**src/rtl/spi_reg_bridge.sv**
```systemverilog
// SPI mode-0 slave bridging an external MCU onto a small register memory.
// All SPI pins are oversampled in the i_Clk domain (i_Clk >= 16x SCLK).
//
// Frame: byte 0 = command {rw, 3'b000, start_addr}, bytes 1..N = data with the
// address auto-incrementing (wrapping) after each byte.
//
// Ports:
//   i_Clk, i_Rst_n        system clock, async active-low reset
//   i_SPI_SCLK/MOSI/CS_n  raw SPI inputs from the MCU
//   o_SPI_MISO            serial read data, o_SPI_MISO_En high while CS active
//   o_Mem_Addr/Data/Write memory address, write data, 1-cycle write strobe
//   i_Mem_Data            registered memory read data (1-cycle latency)
//   o_Err                 1-cycle pulse on an illegal command byte
module spi_reg_bridge #(
  parameter int unsigned ADDR_W = 4,
  parameter int unsigned DATA_W = 8
) (
  input  logic              i_Clk,
  input  logic              i_Rst_n,
  input  logic              i_SPI_SCLK,
  input  logic              i_SPI_MOSI,
  input  logic              i_SPI_CS_n,
  output logic              o_SPI_MISO,
  output logic              o_SPI_MISO_En,
  output logic [ADDR_W-1:0] o_Mem_Addr,
  output logic [DATA_W-1:0] o_Mem_Data,
  output logic              o_Mem_Write,
  input  logic [DATA_W-1:0] i_Mem_Data,
  output logic              o_Err
);

  typedef enum logic [2:0] {
    StIdle,
    StCmd,
    StWrData,
    StRdFetch,
    StRdData,
    StDiscard
  } state_e;

  // Synchronisers and edge detection
  logic [1:0] sclk_sync_q;
  logic       sclk_prev_q;
  logic [1:0] mosi_sync_q;
  logic [1:0] cs_sync_q;
  logic       cs_prev_q;

  logic sclk_s, mosi_s, cs_s;
  logic sclk_rise, sclk_fall, cs_rise, cs_fall;

  // CS synchroniser resets to the inactive level so reset release never fakes a frame start.
  always_ff @(posedge i_Clk or negedge i_Rst_n) begin
    if (!i_Rst_n) begin
      sclk_sync_q <= 2'b00;
      sclk_prev_q <= 1'b0;
      mosi_sync_q <= 2'b00;
      cs_sync_q   <= 2'b11;
      cs_prev_q   <= 1'b1;
    end else begin
      sclk_sync_q <= {sclk_sync_q[0], i_SPI_SCLK};
      sclk_prev_q <= sclk_sync_q[1];
      mosi_sync_q <= {mosi_sync_q[0], i_SPI_MOSI};
      cs_sync_q   <= {cs_sync_q[0], i_SPI_CS_n};
      cs_prev_q   <= cs_sync_q[1];
    end
  end

  assign sclk_s    = sclk_sync_q[1];
  assign mosi_s    = mosi_sync_q[1];
  assign cs_s      = cs_sync_q[1];
  assign sclk_rise = sclk_s & ~sclk_prev_q;
  assign sclk_fall = ~sclk_s & sclk_prev_q;
  assign cs_rise   = cs_s & ~cs_prev_q;
  assign cs_fall   = ~cs_s & cs_prev_q;

  // State and datapath registers
  state_e              state_q, state_d;
  logic [2:0]          bit_cnt_q;
  logic [1:0]          fetch_cnt_q;
  logic [DATA_W-1:0]   rx_q;
  logic [DATA_W-1:0]   tx_q;
  logic [ADDR_W-1:0]   addr_q;
  logic [DATA_W-1:0]   wdata_q;
  logic                write_q;
  logic                err_q;
  logic                miso_en_q;

  logic [DATA_W-1:0]   rx_byte;
  logic                byte_done;
  logic                load_addr, inc_addr_rd, do_write, load_tx, err_d;

  assign rx_byte   = {rx_q[DATA_W-2:0], mosi_s};
  assign byte_done = sclk_rise & (bit_cnt_q == 3'd7) & (state_q != StIdle);

  always_ff @(posedge i_Clk or negedge i_Rst_n) begin
    if (!i_Rst_n) begin
      state_q <= StIdle;
    end else begin
      state_q <= state_d;
    end
  end

  always_comb begin
    state_d     = state_q;
    load_addr   = 1'b0;
    inc_addr_rd = 1'b0;
    do_write    = 1'b0;
    load_tx     = 1'b0;
    err_d       = 1'b0;
    unique case (state_q)
      StIdle: begin
        if (cs_fall) state_d = StCmd;
      end
      StCmd: begin
        if (byte_done) begin
          if (rx_byte[6:4] != 3'b000) begin
            err_d   = 1'b1;
            state_d = StDiscard;
          end else begin
            load_addr = 1'b1;
            state_d   = rx_byte[DATA_W-1] ? StRdFetch : StWrData;
          end
        end
      end
      StWrData: begin
        if (byte_done) do_write = 1'b1;
      end
      StRdFetch: begin
        // Third cycle: registered memory output is stable for the loaded address.
        if (fetch_cnt_q == 2'd2) begin
          load_tx = 1'b1;
          state_d = StRdData;
        end
      end
      StRdData: begin
        if (byte_done) begin
          inc_addr_rd = 1'b1;
          state_d     = StRdFetch;
        end
      end
      StDiscard: begin
        state_d = StDiscard;
      end
      default: state_d = StIdle;
    endcase
    // A byte completing in the same cycle as CS rising is still processed above.
    if (cs_rise && (state_q != StIdle)) state_d = StIdle;
  end

  always_ff @(posedge i_Clk or negedge i_Rst_n) begin
    if (!i_Rst_n) begin
      bit_cnt_q   <= 3'd0;
      fetch_cnt_q <= 2'd0;
      rx_q        <= '0;
      tx_q        <= '0;
      addr_q      <= '0;
      wdata_q     <= '0;
      write_q     <= 1'b0;
      err_q       <= 1'b0;
      miso_en_q   <= 1'b0;
    end else begin
      if (state_q == StIdle) begin
        bit_cnt_q <= 3'd0;
        rx_q      <= '0;
      end else if (sclk_rise) begin
        bit_cnt_q <= bit_cnt_q + 3'd1;
        rx_q      <= rx_byte;
      end

      fetch_cnt_q <= (state_q == StRdFetch) ? fetch_cnt_q + 2'd1 : 2'd0;

      // No shift on the falling edge that closes a byte (bit_cnt wrapped to 0):
      // that edge must leave the freshly fetched MSB on the line.
      if (state_q == StIdle) begin
        tx_q <= '0;
      end else if (load_tx) begin
        tx_q <= i_Mem_Data;
      end else if ((state_q == StRdData) && sclk_fall && (bit_cnt_q != 3'd0)) begin
        tx_q <= {tx_q[DATA_W-2:0], 1'b0};
      end

      if (load_addr) begin
        addr_q <= rx_byte[ADDR_W-1:0];
      end else if (inc_addr_rd || write_q) begin
        addr_q <= addr_q + ADDR_W'(1);
      end

      if (do_write) wdata_q <= rx_byte;
      write_q   <= do_write;
      err_q     <= err_d;
      miso_en_q <= ~cs_s;
    end
  end

  assign o_SPI_MISO    = (state_q == StRdData) & tx_q[DATA_W-1];
  assign o_SPI_MISO_En = miso_en_q;
  assign o_Mem_Addr    = addr_q;
  assign o_Mem_Data    = wdata_q;
  assign o_Mem_Write   = write_q;
  assign o_Err         = err_q;

endmodule

```
**config.mk**
```make
export PLATFORM = sky130hd
export DESIGN_NAME = spi_reg_bridge
export DESIGN_NICKNAME = d
export VERILOG_FILES = /design/src/rtl/spi_reg_bridge.sv
export SDC_FILE = /design/constraint.sdc
export NUM_CORES = 1
export LEC_CHECK = 0
export BUFFER_PORTS_ARGS = -buffer_cell sky130_fd_sc_hd__clkbuf_2
export CAP_MARGIN = 20
export CORE_AREA = 2 2 61 68
export CTS_BUF_LIST = sky130_fd_sc_hd__clkbuf_16
export DETAILED_ROUTE_END_ITERATION = 10
export DIE_AREA = 0 0 63 70
export GPL_ROUTABILITY_DRIVEN = 0
export PLACE_DENSITY = 0.78
export SLEW_MARGIN = 5
export SYNTH_ARGS = -nofsm -noshare
export SYNTH_HDL_FRONTEND = slang
export SYNTH_SLANG_ARGS = --single-unit
```
**constraint.sdc**
```tcl
create_clock -name i_Clk -period 3.7 [get_ports i_Clk]
set_input_delay 0.74 -clock i_Clk [delete_from_list [all_inputs] [get_ports i_Clk]]
set_output_delay 0.74 -clock i_Clk [all_outputs]
set_load 0.05 [all_outputs]
```
# Yosys cells after proc, flatten, opt, wreduce, memory -nomap -nowiden
# Index checks and enable logic that the tools add are counted.
# W data, S select, Z words.
# word_totals
regBits	46
in_bits	13
# classes
add_sub_neg	3
n_eq_ne	12
n_mux	29
n_bitwise	11
n_reduce_logical	12
# op_table
cell	count
$mux W3	8
$mux W8	3
$pmux W3 S6	1
$mux W7	2
$mux W1	12
$ne A3 B3 Y1 const B	4
$reduce_bool A3 Y1	4
$eq A3 B3 Y1 const B	3
$mux W4	2
$and A1 B1 Y1	7
$eq A3 B2 Y1 const B	2
$reduce_and A5 Y1	1
$add A4 B1 Y4 const B	1
$not A1 Y1	4
$reduce_bool A2 Y1	2
$add A3 B1 Y3 const B	1
$eq A3 B1 Y1 const B	1
$logic_and A1 B1 Y1	3
$logic_not A3 Y1	1
$add A2 B1 Y2 const B	1
$eq A2 B2 Y1 const B	1
$mux W2	1
$ne A2 B2 Y1 const B	1
$logic_or A1 B1 Y1	1

# Depth between registers and ports, before layout
# Gate-level depths: netlist of the first run.
# depth
word_depth	9
mapped_depth	7
ltp_nobuf	6

# Worst setup path before layout of the first run
# Ideal clock, no wire load.
# synth_timing
path_kind	register to output
start	register state_q[0]
end	output port o_SPI_MISO
t_arrival_ps	1147
required_ps	2960
path_slack_ps	1813
stages_incl_launch_ff	4
n_path_buf	1
cell_sequence	dfrtp_1 buf_4 nor2_1 and3_1
# synth_via
elab_chain_cells	2
# synth_lines
element	line_no	source
start: declaration	77	state_e state_q, state_d;
start signal: assignment	97	state_q <= StIdle;
start signal: assignment	99	state_q <= state_d;
$eq A3 B3 Y1	195	assign o_SPI_MISO = (state_q == StRdData) & tx_q[DATA_W-1];
$and A1 B1 Y1	195	
end: declaration	23	output logic o_SPI_MISO,
# No other way between the ends.

# Worst setup path after layout of the first run
# Ends and elaborated chain as after synthesis.

==> results.ini, run 1 <==
[cts]
clockBufferDepth=2
root_buffer=clkbuf_16
clock_sinks=46
cts_tree=yes
cts_setup_buffers=0
worstSkewPairLatency_ns=0.29
cts_resized=0
hold_buffers=0
numCtsBuffers=5
htreeDepth=2
path_clk_slew_ns=0.06

[global_routing]
grt_max_degree=47
grt_overflow_total=0
grt_use_total_pct=20.7
grt_pass1_wl_mm=6.93
grt_pass1_vias=1450
antenna_found_initial=0

[setup_path]
worst_setup_path_end_kind=primary output
crit_required_ns=2.96
reg2reg_to=state_q[0]
cp.arrival_ns=1.52
crit-reg2reg-launch=bit_cnt_q[0]
crit_fanout=16
worst-r2r-setup-slack_ns=1.75
cp-start-kind=flop
critPathKind=flop to primary output
reg2reg_depth=6

[route]
num_vias=1500
antenna_left=0
viasPerCell=5.47
post_drt_wl_per_cell_um=14.4
wirelength_mm=3.94
drt_first_pass_iters=4
first_iter_violations=65
drc=0

[timing]
hold_viol=0
period_minus_slack_ns=2.26
setup_violations=0
hold_ws_ns=0.318
fmax_ghz=0.442
fin_skew_ns=0.00326
rsz0062_at_grt=no
drv_slew=0
fin_crit_sh_pct=61.1
slew_headroom_pct=30.4
setup_tns_ns=0
tightest_slew_ns=1.04

[power_and_ir_drop]
p_leak_nw=1.29
power_density_nw_per_um2=562
ir_drop_uv=521

[synthesis]
syn_area_sq_um=2200
yosysWarnings=0
syn_nets=212
synth_cell_type_count=47
syn_avg_cell_area_sq_um=11.3
synth-edff-count=0
synth_seq_cells=46
yosys-top-cells-count=43 x dfrtp_1, 21 x nand2_1, 14 x nor2_1
synth_top_cells_by_area=dfrtp_1 49%, mux2_4 6.8%, mux2i_1 4.1%, dfstp_2 3.6%, nand2_1 3.6%
synth_top_area_share_pct=48.9
synthCells=194
synth_area_leader_cell=dfrtp_1
synth_seq_area_share_pct=52.5
synthArstFlopShare_pct=100
post-synth-top-count-cell=dfrtp_1
synth_ff_type=dfrtp_1

[layout]
postLayoutCoreUtil_pct=66.7
fin_nets=239
final_cells=274
stdcell_area_sq_um=2540
drive_gt1_share_pct=26.1
areaGrowthSynthToFinish_pct=15.5
diodes=0

[worst_hold_path]
hold_class=input port to async pin

[die]
fp.coreArea_sq_um=3810
dieHeight_um=70
ios=29
num_rows=24
start_util_pct=57.7
die_w_um=63
die_area_sq_um=4410

[flow_run]
cap_violations=0

[place]
placedCellCount=265
place_area_sq_um=2360
hpwl_mm=2.66
port_buffers=28

[outcome]
outcome=completed

-- cells by family (layout without fill, tap and decap cells) --
group	after synthesis	in the layout	synth area share, %
and+or+nand+nor	70	70	18.4
adders and majority gates	5	5	2.84
muxes	20	20	11.4
buffers and inverters	18	46	3.81
AOI/OAI and AO/OA	33	33	10.2
xor gates and xnor gates	2	2	0.796
DFF	46	46	52.5
-- placed cells by master (no fill, tap or decap), drive strengths merged, types with 3 or more instances in the layout --
cell     n
dfrtp   43
clkbuf  33
nand2   21
nor2    14
mux2    11
inv     10
a211oi  10
a21oi   10
mux2i    9
nand2b   7
nand3    6
ha       5
nor2b    4
o21ai    4
nand4b   3
dfstp    3
nor3     3
-- cell type report --
class | count | area, sq um
Sequential cell | 46 | 1150
Clock buffer | 5 | 125
Tap cell | 52 | 65.1
Fill cell | 308 | 1270
Timing Repair Buffer | 29 | 160
Inverter | 9 | 33.8
Multi-Input combinational cell | 130 | 962
Clock inverter | 3 | 41.3
-- metrics by stage --
| stage | power [mW] | setup slack [ns] |
|---|---|---|
| after floorplan | 0.869 | 1.81 |
| after global placement | 0.920 | 1.79 |
| after detailed placement | 0.934 | 1.76 |
| after CTS | 1.43 | 1.45 |
| after global routing | 1.51 | 1.37 |
| final | 1.43 | 1.44 |
-- report_power, final --
part	total, mW	switching, mW	internal (mW)
combinational	0.312	0.174	0.137
sequential	0.617	0.0735	0.544
clock	0.500	0.184	0.316
-- layer usage --
metal	track usage, %	routed length [um]	up-vias
met2	30.3	1860	29
li1	-	-	735
met3	6.76	174	5
met1	29.0	1850	731
met5	0	0	-
met4	7.65	59	0
-- worst max-delay path, cell delays in order (launching register included) --
cell and delay (ns):
dfrtp_1 0.56, nor2_1 0.21, and3_1 0.18, clkbuf_2 0.27
-- state kept, by name (all words and copies together) (netlist names), 2 cells and up --
signal and cells:
rx_q 7, mosi_sync_q 2, o_Mem_Addr 4, bit_cnt_q 3, sclk_sync_q 2, tx_q 8
state_q 3, cs_sync_q 2, fetch_cnt_q 2, o_Mem_Data 8
-- worst max path at each step --
stage	start	endpoint	slack, ns
after CTS	state_q[0]	o_SPI_MISO	1.45
after detailed placement	bit_cnt_q[0]	state_q[0]	1.76
after floorplan	state_q[0]	o_SPI_MISO	1.81
after global placement	state_q[0]	o_SPI_MISO	1.79
after global routing	state_q[0]	o_SPI_MISO	1.37
final	state_q[0]	o_SPI_MISO	1.44
(Power assumes the default switching activity.)
==> inputs of run 2 (changes only) <==
--- a/config.mk
+++ b/config.mk
@@ -5,14 +5,15 @@
 export SDC_FILE = /design/constraint.sdc
 export NUM_CORES = 1
 export LEC_CHECK = 0
+export ABC_AREA = 1
 export BUFFER_PORTS_ARGS = -buffer_cell sky130_fd_sc_hd__clkbuf_2
 export CAP_MARGIN = 20
-export CORE_AREA = 2 2 61 68
+export CORE_AREA = 2 2 63 71
 export CTS_BUF_LIST = sky130_fd_sc_hd__clkbuf_16
 export DETAILED_ROUTE_END_ITERATION = 10
-export DIE_AREA = 0 0 63 70
+export DIE_AREA = 0 0 65 73
 export GPL_ROUTABILITY_DRIVEN = 0
-export PLACE_DENSITY = 0.78
+export PLACE_DENSITY = 0.72
 export SLEW_MARGIN = 5
 export SYNTH_ARGS = -nofsm -noshare
 export SYNTH_HDL_FRONTEND = slang
==> constraint.sdc (replaced) <==
create_clock -name i_Clk -period 2.4 [get_ports i_Clk]
set_input_delay 0.48 -clock i_Clk [delete_from_list [all_inputs] [get_ports i_Clk]]
set_output_delay 0.48 -clock i_Clk [all_outputs]
set_load 0.05 [all_outputs]
==> run 2 against run 1 <==
Against the previous run:
- combinational power is 120% higher
- non-clock buffer count stayed put
- final cell count is 22% higher
- design area is 1.8% lower
- sequential share of layout area is 0.82 points higher
- first-iteration DRC count is 48% higher
- hold slack worse by 0.039 ns
- global-route usage is 1.7 points lower
- die area is 7.6% higher
- sequential cell count stayed put
- worst setup slack worse by 1.0 ns
- register-to-register slack worse by 0.96 ns
- largest power group unchanged
==> results.ini, run 2 <==
[synthesis]
synthArstFlopShare_pct=100
synth_top_area_share_pct=49.4
syn_area_sq_um=2180
synth-edff-count=0
synthCells=247
post-synth-top-count-cell=nand2_1
syn_nets=265
synth_top_cells_by_area=dfrtp_1 49%, nand2_1 13%, inv_1 5.5%, o21ai_0 4.1%, dfstp_2 3.6%
yosysWarnings=0
synth_seq_area_share_pct=53.0
synth_seq_cells=46
synth_ff_type=dfrtp_1
synth_cell_type_count=27
yosys-top-cells-count=73 x nand2_1, 43 x dfrtp_1, 32 x inv_1
syn_avg_cell_area_sq_um=8.82
synth_area_leader_cell=dfrtp_1

[setup_path]
critPathKind=flop to primary output
crit_fanout=7
crit_required_ns=1.92
critPathLaunch=state_q[0]
cp.arrival_ns=1.50
reg2reg_depth=7
cpPeakStageDelay_ns=0.47
critPathSlowestCell=dfrtp_1
endpoint=o_SPI_MISO
critPathBufInv=1
cp-start-kind=flop
worst_setup_path_end_kind=primary output
worstPathCellList=nor2_2, nand2_1, nor2_1, clkbuf_2
crit_family=flip-flops
path_depth=4
reg2reg_to=state_q[0]
crit-reg2reg-launch=state_q[0]
worst-r2r-setup-slack_ns=0.79

[layout]
areaGrowthSynthToFinish_pct=14.6
fillers=372
area.sequential_sq_um=1150
fin_nets=297
drive_gt1_share_pct=22.5
layout.cells.most_common_list=73 x nand2_1, 43 x dfrtp_1, 34 x inv_1
final_cells=334
diodes=0
final_common_cell=nand2_1
multi_input_area_sq_um=850

[die]
ios=29
num_rows=25
dieHeight_um=73
die_w_um=65
die_area_sq_um=4750
fp.coreArea_sq_um=4100
start_util_pct=53.2

[place]
dp_slack_ns=0.737
hpwl_mm=2.79
port_buffers=28
placedCellCount=326

[flow_run]
cap_violations=0

[route]
drc=0
first_iter_violations=96
wirelength_mm=3.93
viasPerCell=4.92
num_vias=1643
antenna_left=0
drt_first_pass_iters=4
post_drt_wl_per_cell_um=11.8

[global_routing]
grt_overflow_total=0
grt_use_total_pct=19.1
grt_pass1_vias=1574
met2_usage_pct=32.4
grt-busiest-layer=met2
grt_max_degree=47
antenna_found_initial=0
grt_pass1_wl_mm=6.91
grt.met3_usage_pct=5.71
met1_usage_pct=23.0

[timing]
setup_tns_ns=0
tightest_slew_ns=0.737
drv_slew=0
period_minus_slack_ns=1.98
fin_crit_sh_pct=82.3
setup_violations=0
rsz0062_at_grt=no
fin_ws_ns=0.425
slew_headroom_pct=50.7
hold_viol=0
hold_ws_ns=0.279
fin_skew_ns=0.00434
fmax_ghz=0.506

[cts]
clockBufferDepth=2
cts_tree=yes
htreeDepth=2
root_buffer=clkbuf_16
cts_resized=0
path_clk_slew_ns=0.06
cts_setup_buffers=0
worstSkewPairLatency_ns=0.28
numCtsBuffers=5
clock_sinks=46
hold_buffers=0

[power_and_ir_drop]
p_leak_nw=1.32
power_density_nw_per_um2=926
power_mw=2.31
ir_drop_uv=620

[worst_hold_path]
hold_class=input port to async pin

[outcome]
outcome=completed

==> run 2: report_power, final <==
group / internal [mW] / switching, mW / leakage [nW] / total [mW]
registers: 0.888 / 0.0982 / 0.607 / 0.986
logic: 0.205 / 0.488 / 0.634 / 0.693
clock network: 0.374 / 0.258 / 0.0738 / 0.632
total: 1.47 / 0.844 / 1.32 / 2.31
==> run 2: worst min-delay path by stage <==
| stage | from | end | depth (start not counted) | slack (ns) |
|---|---|---|---|---|
| after floorplan | i_Rst_n | bit_cnt_q[0] | 0 | 0.18 |
| after global placement | sclk_sync_q[0] | sclk_sync_q[1] | 0 | 0.33 |
| after detailed placement | mosi_sync_q[0] | mosi_sync_q[1] | 0 | 0.34 |
| after CTS | i_SPI_CS_n | cs_sync_q[0] | 1 | 0.27 |
| after global routing | i_SPI_CS_n | cs_sync_q[0] | 1 | 0.27 |
| final | i_Rst_n | o_Mem_Addr[2] | 2 | 0.28 |
==> run 2: metal layers <==
metal | wire (um) | vias up
li1 | - | 841
met1 | 1760 | 748
met2 | 1960 | 46
met3 | 149 | 8
met4 | 63 | 0
met5 | 0 | -
==> run 2: cells by family after synthesis <==
group                    after synthesis  share of synthesized area (%)
AND/OR/NAND/NOR                      107                           22.6
adder cells (fa/ha/maj)                5                           2.87
flip-flops                            46                           53.0
AO/OA/AOI/OAI                         46                           12.7
XOR/XNOR                               2                          0.804
buffers and inverters                 41                           8.04
==> run 2: per-stage QoR <==
step,util [%],area [sq um]
final,60.9,2500
after CTS,60.9,2500
after global routing,60.9,2500
after global placement,57.6,2360
after floorplan,-,2180
after detailed placement,57.6,2360
==> run 2: area by class of cell <==
cell class	count	share of cell area (%)
Clock inverter	3	0.451
Inverter	37	5.66
Clock buffer	5	5.01
Tap cell	54	2.71
Sequential cell	46	46.2
Timing Repair Buffer	29	5.91
Multi-Input combinational cell	160	34.0
